<file path="src/rtl/key_debounce_if.sv">
// Key conditioning bundle: raw pins in, debounced level, press/release pulses and encoded event out.
interface key_debounce_if #(
    parameter int KEY_NUM = 4
);
    logic [KEY_NUM-1:0] key_in;
    logic [KEY_NUM-1:0] key_level;
    logic [KEY_NUM-1:0] key_press;
    logic [KEY_NUM-1:0] key_release;
    logic               key_event_valid;
    logic [2:0]         key_event_code;

    modport master (
        input  key_in,
        output key_level,
        output key_press,
        output key_release,
        output key_event_valid,
        output key_event_code
    );

    modport slave (
        output key_in,
        input  key_level,
        input  key_press,
        input  key_release,
        input  key_event_valid,
        input  key_event_code
    );
endinterface

</file>
<file path="src/rtl/key_debounce.sv">
// Synchronise + debounce push-button pins into level, press/release pulses and an encoded key event.
// Latency DEBOUNCE_MAX_CNT+3 cycles pin-to-pulse (+1 for the event); no backpressure, pulses are fire-and-forget.
module key_debounce #(
    parameter int CLOCK_FREQ       = 50000000,
    parameter int DEBOUNCE_MS      = 20,
    parameter int DEBOUNCE_MAX_CNT = CLOCK_FREQ / 1000 * DEBOUNCE_MS - 1,
    parameter int KEY_NUM          = 4,
    parameter int KEY_ACTIVE_LOW   = 1
) (
    input  logic           clk,
    input  logic           rst_n,
    key_debounce_if.master bus
);

    localparam int CNT_W = (DEBOUNCE_MAX_CNT > 1) ? $clog2(DEBOUNCE_MAX_CNT + 1) : 1;
    // The filter-entry edge is itself the first agreeing sample, so the window closes
    // after DEBOUNCE_MAX_CNT further counting edges (DEBOUNCE_MAX_CNT+1 samples total).
    localparam logic [CNT_W-1:0] CNT_TERM =
        CNT_W'((DEBOUNCE_MAX_CNT > 0) ? DEBOUNCE_MAX_CNT - 1 : 0);
    localparam logic [KEY_NUM-1:0] PIN_IDLE = {KEY_NUM{KEY_ACTIVE_LOW != 0}};

    typedef enum logic [1:0] {
        ST_UP        = 2'd0,
        ST_DOWN_FILT = 2'd1,
        ST_DOWN      = 2'd2,
        ST_UP_FILT   = 2'd3
    } state_e;

    logic [KEY_NUM-1:0] sync1_q;
    logic [KEY_NUM-1:0] sync2_q;
    logic [KEY_NUM-1:0] pressed;

    state_e             state_q [KEY_NUM];
    state_e             state_d [KEY_NUM];
    logic [CNT_W-1:0]   cnt_q   [KEY_NUM];
    logic [CNT_W-1:0]   cnt_d   [KEY_NUM];

    logic [KEY_NUM-1:0] level_q,   level_d;
    logic [KEY_NUM-1:0] press_q,   press_d;
    logic [KEY_NUM-1:0] release_q, release_d;
    logic               evt_vld_q;
    logic [2:0]         evt_code_q, evt_code_d;

    // Synchroniser resets to the idle pin level so reset release never looks like a press edge.
    always_ff @(posedge clk or negedge rst_n) begin
        if (!rst_n) begin
            sync1_q <= PIN_IDLE;
            sync2_q <= PIN_IDLE;
        end else begin
            sync1_q <= bus.key_in;
            sync2_q <= sync1_q;
        end
    end

    assign pressed = (KEY_ACTIVE_LOW != 0) ? ~sync2_q : sync2_q;

    always_ff @(posedge clk or negedge rst_n) begin
        if (!rst_n) begin
            for (int i = 0; i < KEY_NUM; i++) begin
                state_q[i] <= ST_UP;
                cnt_q[i]   <= '0;
            end
            level_q    <= '0;
            press_q    <= '0;
            release_q  <= '0;
            evt_vld_q  <= 1'b0;
            evt_code_q <= 3'd0;
        end else begin
            state_q    <= state_d;
            cnt_q      <= cnt_d;
            level_q    <= level_d;
            press_q    <= press_d;
            release_q  <= release_d;
            evt_vld_q  <= |press_q;
            evt_code_q <= evt_code_d;
        end
    end

    always_comb begin
        state_d   = state_q;
        cnt_d     = cnt_q;
        level_d   = level_q;
        press_d   = '0;
        release_d = '0;
        for (int i = 0; i < KEY_NUM; i++) begin
            case (state_q[i])
                ST_UP: begin
                    if (pressed[i]) begin
                        state_d[i] = ST_DOWN_FILT;
                        cnt_d[i]   = '0;
                    end
                end
                ST_DOWN_FILT: begin
                    if (!pressed[i]) begin
                        state_d[i] = ST_UP;
                        cnt_d[i]   = '0;
                    end else if (cnt_q[i] == CNT_TERM) begin
                        state_d[i] = ST_DOWN;
                        cnt_d[i]   = '0;
                        level_d[i] = 1'b1;
                        press_d[i] = 1'b1;
                    end else begin
                        cnt_d[i] = cnt_q[i] + CNT_W'(1);
                    end
                end
                ST_DOWN: begin
                    if (!pressed[i]) begin
                        state_d[i] = ST_UP_FILT;
                        cnt_d[i]   = '0;
                    end
                end
                ST_UP_FILT: begin
                    if (pressed[i]) begin
                        state_d[i] = ST_DOWN;
                        cnt_d[i]   = '0;
                    end else if (cnt_q[i] == CNT_TERM) begin
                        state_d[i]   = ST_UP;
                        cnt_d[i]     = '0;
                        level_d[i]   = 1'b0;
                        release_d[i] = 1'b1;
                    end else begin
                        cnt_d[i] = cnt_q[i] + CNT_W'(1);
                    end
                end
                default: begin
                    state_d[i] = ST_UP;
                    cnt_d[i]   = '0;
                end
            endcase
        end
    end

    // Lowest-index priority; the code holds between events.
    always_comb begin
        evt_code_d = evt_code_q;
        for (int i = KEY_NUM - 1; i >= 0; i--) begin
            if (press_q[i]) begin
                evt_code_d = 3'(i);
            end
        end
    end

    assign bus.key_level       = level_q;
    assign bus.key_press       = press_q;
    assign bus.key_release     = release_q;
    assign bus.key_event_valid = evt_vld_q;
    assign bus.key_event_code  = evt_code_q;

endmodule

</file>
<file path="src/flat_wrapper.sv">
// flat-port wrapper written by rule: the top's interface ports become plain ports
module key_debounce_flat 
#(
    parameter int CLOCK_FREQ       = 50000000,
    parameter int DEBOUNCE_MS      = 20,
    parameter int DEBOUNCE_MAX_CNT = CLOCK_FREQ / 1000 * DEBOUNCE_MS - 1,
    parameter int KEY_NUM          = 4,
    parameter int KEY_ACTIVE_LOW   = 1
)
  (clk, rst_n, bus_key_in, bus_key_level, bus_key_press, bus_key_release, bus_key_event_valid, bus_key_event_code);
  key_debounce_if #(.KEY_NUM(KEY_NUM)) bus_i ();
  input  logic clk;
  input  logic rst_n;
  input wire logic [$bits(bus_i.key_in)-1:0] bus_key_in;
  output wire logic [$bits(bus_i.key_level)-1:0] bus_key_level;
  output wire logic [$bits(bus_i.key_press)-1:0] bus_key_press;
  output wire logic [$bits(bus_i.key_release)-1:0] bus_key_release;
  output wire logic [$bits(bus_i.key_event_valid)-1:0] bus_key_event_valid;
  output wire logic [$bits(bus_i.key_event_code)-1:0] bus_key_event_code;
  assign bus_i.key_in = bus_key_in;
  assign bus_key_level = bus_i.key_level;
  assign bus_key_press = bus_i.key_press;
  assign bus_key_release = bus_i.key_release;
  assign bus_key_event_valid = bus_i.key_event_valid;
  assign bus_key_event_code = bus_i.key_event_code;
  key_debounce #(.CLOCK_FREQ(CLOCK_FREQ), .DEBOUNCE_MS(DEBOUNCE_MS), .DEBOUNCE_MAX_CNT(DEBOUNCE_MAX_CNT), .KEY_NUM(KEY_NUM), .KEY_ACTIVE_LOW(KEY_ACTIVE_LOW)) u_core (.clk(clk), .rst_n(rst_n), .bus(bus_i));
endmodule
</file>
<file path="config.mk">
export PLATFORM = sky130hd
export DESIGN_NAME = key_debounce_flat
export DESIGN_NICKNAME = d
export VERILOG_FILES = /design/src/rtl/key_debounce_if.sv /design/src/rtl/key_debounce.sv /design/src/flat_wrapper.sv
export SDC_FILE = /design/constraint.sdc
export NUM_CORES = 1
export LEC_CHECK = 0
export BUFFER_PORTS_ARGS = -buffer_cell sky130_fd_sc_hd__buf_2
export CAP_MARGIN = 15
export CORE_MARGIN = 3
export CORE_UTILIZATION = 35
export CTS_CLUSTER_SIZE = 10
export DETAILED_ROUTE_END_ITERATION = 8
export PLACE_DENSITY = 0.53
export SLEW_MARGIN = 20
export SYNTH_ARGS = -nofsm -noshare
export SYNTH_HDL_FRONTEND = slang
export SYNTH_SLANG_ARGS = --single-unit
</file>
<file path="constraint.sdc">
create_clock -name clk -period 2.7 [get_ports clk]
set_input_delay 0.135 -clock clk [delete_from_list [all_inputs] [get_ports clk]]
set_output_delay 0.135 -clock clk [all_outputs]
set_load 0.1 [all_outputs]
</file>
# ---- Word-level counts from Yosys, hierarchy flattened
# Cells that the tools add are included.
dict set report op_classes {
  add_sub_neg 4
  eq_ne 48
  n_mux 96
  bitwise 1
  n_reduce_logical 22
}
# operator n
set op_table {}
lappend op_table {{2-to-1 mux 20 bit} 20}
lappend op_table {{one-hot mux 20 bit (4 select lines)} 4}
lappend op_table {{adder 20 x 1 -> 20 bit (second input constant)} 4}
lappend op_table {{equality test 20 bit (second input constant)} 4}
lappend op_table {{2-to-1 mux 2 bit} 24}
lappend op_table {{2-to-1 mux 1 bit} 36}
lappend op_table {{!= test 2 x 1 -> 1 bit (second input constant)} 16}
lappend op_table {{one-hot mux 2 bit (4 select lines)} 4}
lappend op_table {{AND reduction 5 bit} 4}
lappend op_table {{equality test 2 bit (second input constant)} 8}
lappend op_table {{!= test 2 bit (second input constant)} 8}
lappend op_table {{AND reduction 4 bit} 4}
lappend op_table {{2-to-1 mux 3 bit} 4}
lappend op_table {{!= test 3 x 1 -> 1 bit (second input constant)} 4}
lappend op_table {{!= test 3 bit (second input constant)} 4}
lappend op_table {{equality test 2 x 1 -> 1 bit (second input constant)} 4}
lappend op_table {{logical NOT 2 bit} 4}
lappend op_table {{one-hot mux 1 bit (2 select lines)} 4}
lappend op_table {{AND reduction 2 bit} 4}
lappend op_table {{nonzero test 2 bit} 4}
lappend op_table {{NOT 4 bit} 1}
lappend op_table {{nonzero test 4 bit} 1}
lappend op_table {{OR reduction 4 bit} 1}
dict set report word_totals {
  register_bits 112
  in_bits 6
  out_inout_bits 16
  word_cells 189
}

# ---- Logic depth before layout (Yosys ltp)
dict set report logic_depth {
  word_depth 4
  depth_mapped 9
  ltp_nobuf 7
}

# ---- Worst setup path before layout
# OpenSTA, ideal clock, no wires.
dict set report synth_timing {
  kind {register to register}
  startpoint {reg u_core.cnt_q[73] (netlist name)}
  endpoint {reg u_core.cnt_q[69] (netlist name)}
  setup_ns 0.125
  t_arrival_ns 1.811
  required_ns 2.575
  slack_ns 0.763
  stages_incl_launch_ff 9
  n_path_buf 3
  synth_period_minus_slack_ns 1.937
  cell_sequence {dfrtp_1 > buf_6 > or4b_4 > nor3_4 > a21oi_2 > buf_6 > buf_6 > a21oi_1 > o22ai_1}
}
dict set report synth_between {
  elab_chain_len 4
}
# element line
set synth_rtl {}
lappend synth_rtl {{start: declaration} key_debounce.sv:35} ;# logic [CNT_W-1:0] cnt_q [KEY_NUM];
lappend synth_rtl {{start signal: assignment} key_debounce.sv:70} ;# cnt_q <= cnt_d;
lappend synth_rtl {{equality test 20 bit *} {key_debounce.sv:97, key_debounce.sv:116}}
lappend synth_rtl {{2-to-1 mux 20 bit *} {key_debounce.sv:97, key_debounce.sv:116}}
lappend synth_rtl {{2-to-1 mux 20 bit (on tied branches)} {key_debounce.sv:113, key_debounce.sv:94}}
lappend synth_rtl {{one-hot mux 20 bit (4 select lines) *} key_debounce.sv:86} ;# case (state_q[i])
# Every way passes the cells marked *; elsewhere a longest branch is shown, timed or not.
# A chain may end at the register's enable or synchronous reset.

==> results.py <==
metrics = {
    "floorplan": {
        "die_y_um": 134,
        "core_um2": 16000,
        "rows": 46,
        "initial_core_util": 0.359,
        "ios": 22,
        "die_width_um": 134,
        "die_area_um2": 18000,
    },
    "route": {
        "post_drt_wl_per_cell_um": 14.7,
        "routed-via-count": 4676,
        "drtIter0Drc": 242,
        "dr.pass1.iters": 5,
        "via_per_inst": 5.49,
        "drc": 0,
        "ant_nets": 0,
        "routed_wl_um": 12500,
    },
    "setup_path": {
        "critPathSlowestCell": "o311a_1",
        "slowest_delay_ns": 0.91,
        "start_kind": "flop",
        "ff2ff_setup_slack_ns": 0.38,
        "arrival_ns": 2.60,
        "worst-setup-path-type": "flop to flop",
        "path_delay_family": "compound AO/OA/AOI/OAI gates",
        "worstRegToRegCells": 4,
        "timing.critical_path.buf_inv": 0,
        "crit_cells": 4,
        "required_ns": 2.98,
        "path_cells": "xnor2_1 -> o311a_1 -> o21ai_0 -> a31oi_1",
        "cp_max_fo": 29,
        "critPathCaptureType": "flop",
    },
    "clocking": {
        "post_cts_buffers": 0,
        "clk_path_buf_depth": 2,
        "htree_levels": 3,
        "insertion_delay_ns": 0.36,
        "ctsResizeCount": 0,
        "cts_sinks": 111,
        "clk_pin_slew_ns": 0.08,
        "cts_hold_repair.buffers": 5,
        "numCtsBuffers": 9,
        "cts_tree": "yes",
        "cts_root_buf": "clkbuf_16",
    },
    "placement": {
        "dpl.hpwl_um": 8340,
        "place_congestion": 0.779,
        "placed_area_um2": 6030,
        "port_buffers": 20,
        "dp_cells": 830,
        "place_ws_ns": 0.426,
    },
    "outcome": {
        "status": "finished, final reports clean",
    },
    "global_route": {
        "antenna_found_initial": 0,
        "overflow": 0,
        "grt_pass1_vias": 4333,
        "grt_pass1_wl_um": 21500,
        "grt_max_degree": 83,
        "track_usage": 0.145,
    },
    "sta": {
        "fin_crit_ns": 2.32,
        "finalClockSkew_ns": 0.00803,
        "layout_setup_ws_ns": 0.380,
        "setup-tns-final_ns": 0,
        "max_freq_mhz": 431,
        "fin_hold_ws_ns": 0.265,
        "min_period_over_period": 0.859,
        "worst-slew-pin-transition_ns": 0.982,
        "finalSetupViolCount": 0,
        "drv_slew": 0,
        "rsz0062_at_grt": "false",
        "hold_viol": 0,
        "relSlewSlack": 0.346,
    },
    "layout": {
        "antenna_cells": 0,
        "area_growth_pct": 11.5,
        "nFillCells": 1635,
        "drive_gt1_frac": 0.112,
        "fin_nets": 644,
        "layout_commonest_cell": "dfrtp_1",
        "final_cell_mix": "dfrtp_1, nand2_1, a31oi_1, a21oi_1, nand3_1",
        "fin_cells": 851,
        "fin_area_um2": 6410,
    },
    "run": {
        "maxCapViolations": 0,
    },
    "pwr": {
        "vdd_drop_max_uv": 318,
        "leakagePower_nw": 2.67,
        "pwr_density_cell_nw_per_um2": 556,
    },
    "synthesis": {
        "synth_area_leaders": "dfrtp_1, a31oi_1, nand2_1, a21oi_1, dfstp_2",
        "synth_edf_count": 0,
        "yosys_register_bits": 111,
        "synth_cell_type_count": 61,
        "syn-num-nets": 627,
        "synth_top_area_share": 0.449,
        "ys.flop_type": "dfrtp_1",
        "syn_avg_cell_area_um2": 9.37,
        "ys_warn_count": 0,
        "yosysTopAreaCell": "dfrtp_1",
        "synthCells": 613,
        "syn-cell-area_um2": 5750,
        "async_flop_share": 1.00,
        "synth.yosys.seq_area_share": 0.485,
    },
    "hold_path": {
        "hp-class": "input pin to async pin",
    },
}
-- flip-flops by register name (all words and copies together), names as in the netlist, named ones only --
| name | flops |
|---|---|
| u_core.bus.key_press | 4 |
| u_core.cnt_q | 80 |
| u_core.state_q | 4 |
| u_core.bus.key_event_code | 2 |
| u_core.bus.key_event_valid | 1 |
| u_core.bus.key_release | 4 |
| u_core.sync2_q | 4 |
| u_core.bus.key_level | 4 |
| u_core.sync1_q | 4 |
-- cell type report --
cell class                 count  area (um2)  share of cell area
clock buffer                   9         225              0.0352
clock inverter                 7        97.6              0.0152
inverter                      21        78.8              0.0123
multi-input combinational    456        2740               0.427
sequential                   111        2790               0.435
tap                          216         270              0.0422
timing repair buffer          31         210              0.0328
-- stage by stage --
stage                      util  power [mW]
after floorplan               -        2.04
after global placement    0.377        2.13
after detailed placement  0.377        2.15
after CTS                 0.400        3.61
after global routing      0.400        3.73
final                     0.400        3.56
-- layer usage --
metal | up-vias | track usage | wire [um]
met3 | 12 | 0.0225 | 293
met5 | - | 0 | 0
met1 | 2281 | 0.202 | 6230
li1 | 2328 | - | -
met2 | 55 | 0.230 | 5790
met4 | 0 | 0.0520 | 188
-- where the power goes --
group	switching [mW]	internal (mW)	total, mW
Clock	0.626	0.815	1.44
Combinational	0.227	0.0948	0.322
Sequential	0.0735	1.72	1.80
Total	0.927	2.63	3.56
-- kinds of logic after synthesis --
family	synth area share
AND/OR/NAND/NOR	0.244
AO/OA/AOI/OAI	0.198
flip-flops	0.485
buffers and inverters	0.0399
adder cells (fa/ha/maj)	0.0174
multiplexers	0.00871
XOR/XNOR	0.00610
other	0.000653
-- Yosys cell counts (all sizes together) (4+ instances only) --
library cell / number
nand4: 11
nor4: 11
dfrtp: 103
xnor2: 4
dfstp: 8
ha: 8
nor2: 33
nand2: 76
and3: 18
buf: 15
or2: 6
o2bb2ai: 4
and4: 6
a31oi: 58
nor3: 18
mux2i: 5
a21oi: 48
nand2b: 15
o21ai: 26
or3: 5
clkbuf: 10
or4: 5
inv: 21
o211ai: 4
a21o: 4
nand3: 42
a41oi: 17
-- path summary, 6_finish.rpt --
kind / start / endpoint
max in group asynchronous: rst_n / u_core.sync1_q[0]
worst min-delay path: rst_n / u_core.cnt_q[19]
worst max-delay path: flop / u_core.cnt_q[26]
worst min register to register: u_core.sync1_q[0] / u_core.sync2_q[0]
min in group clk: u_core.sync1_q[0] / u_core.sync2_q[0]
worst max register to register: flop / u_core.cnt_q[26]
Power figures use the tool's default switching activity.
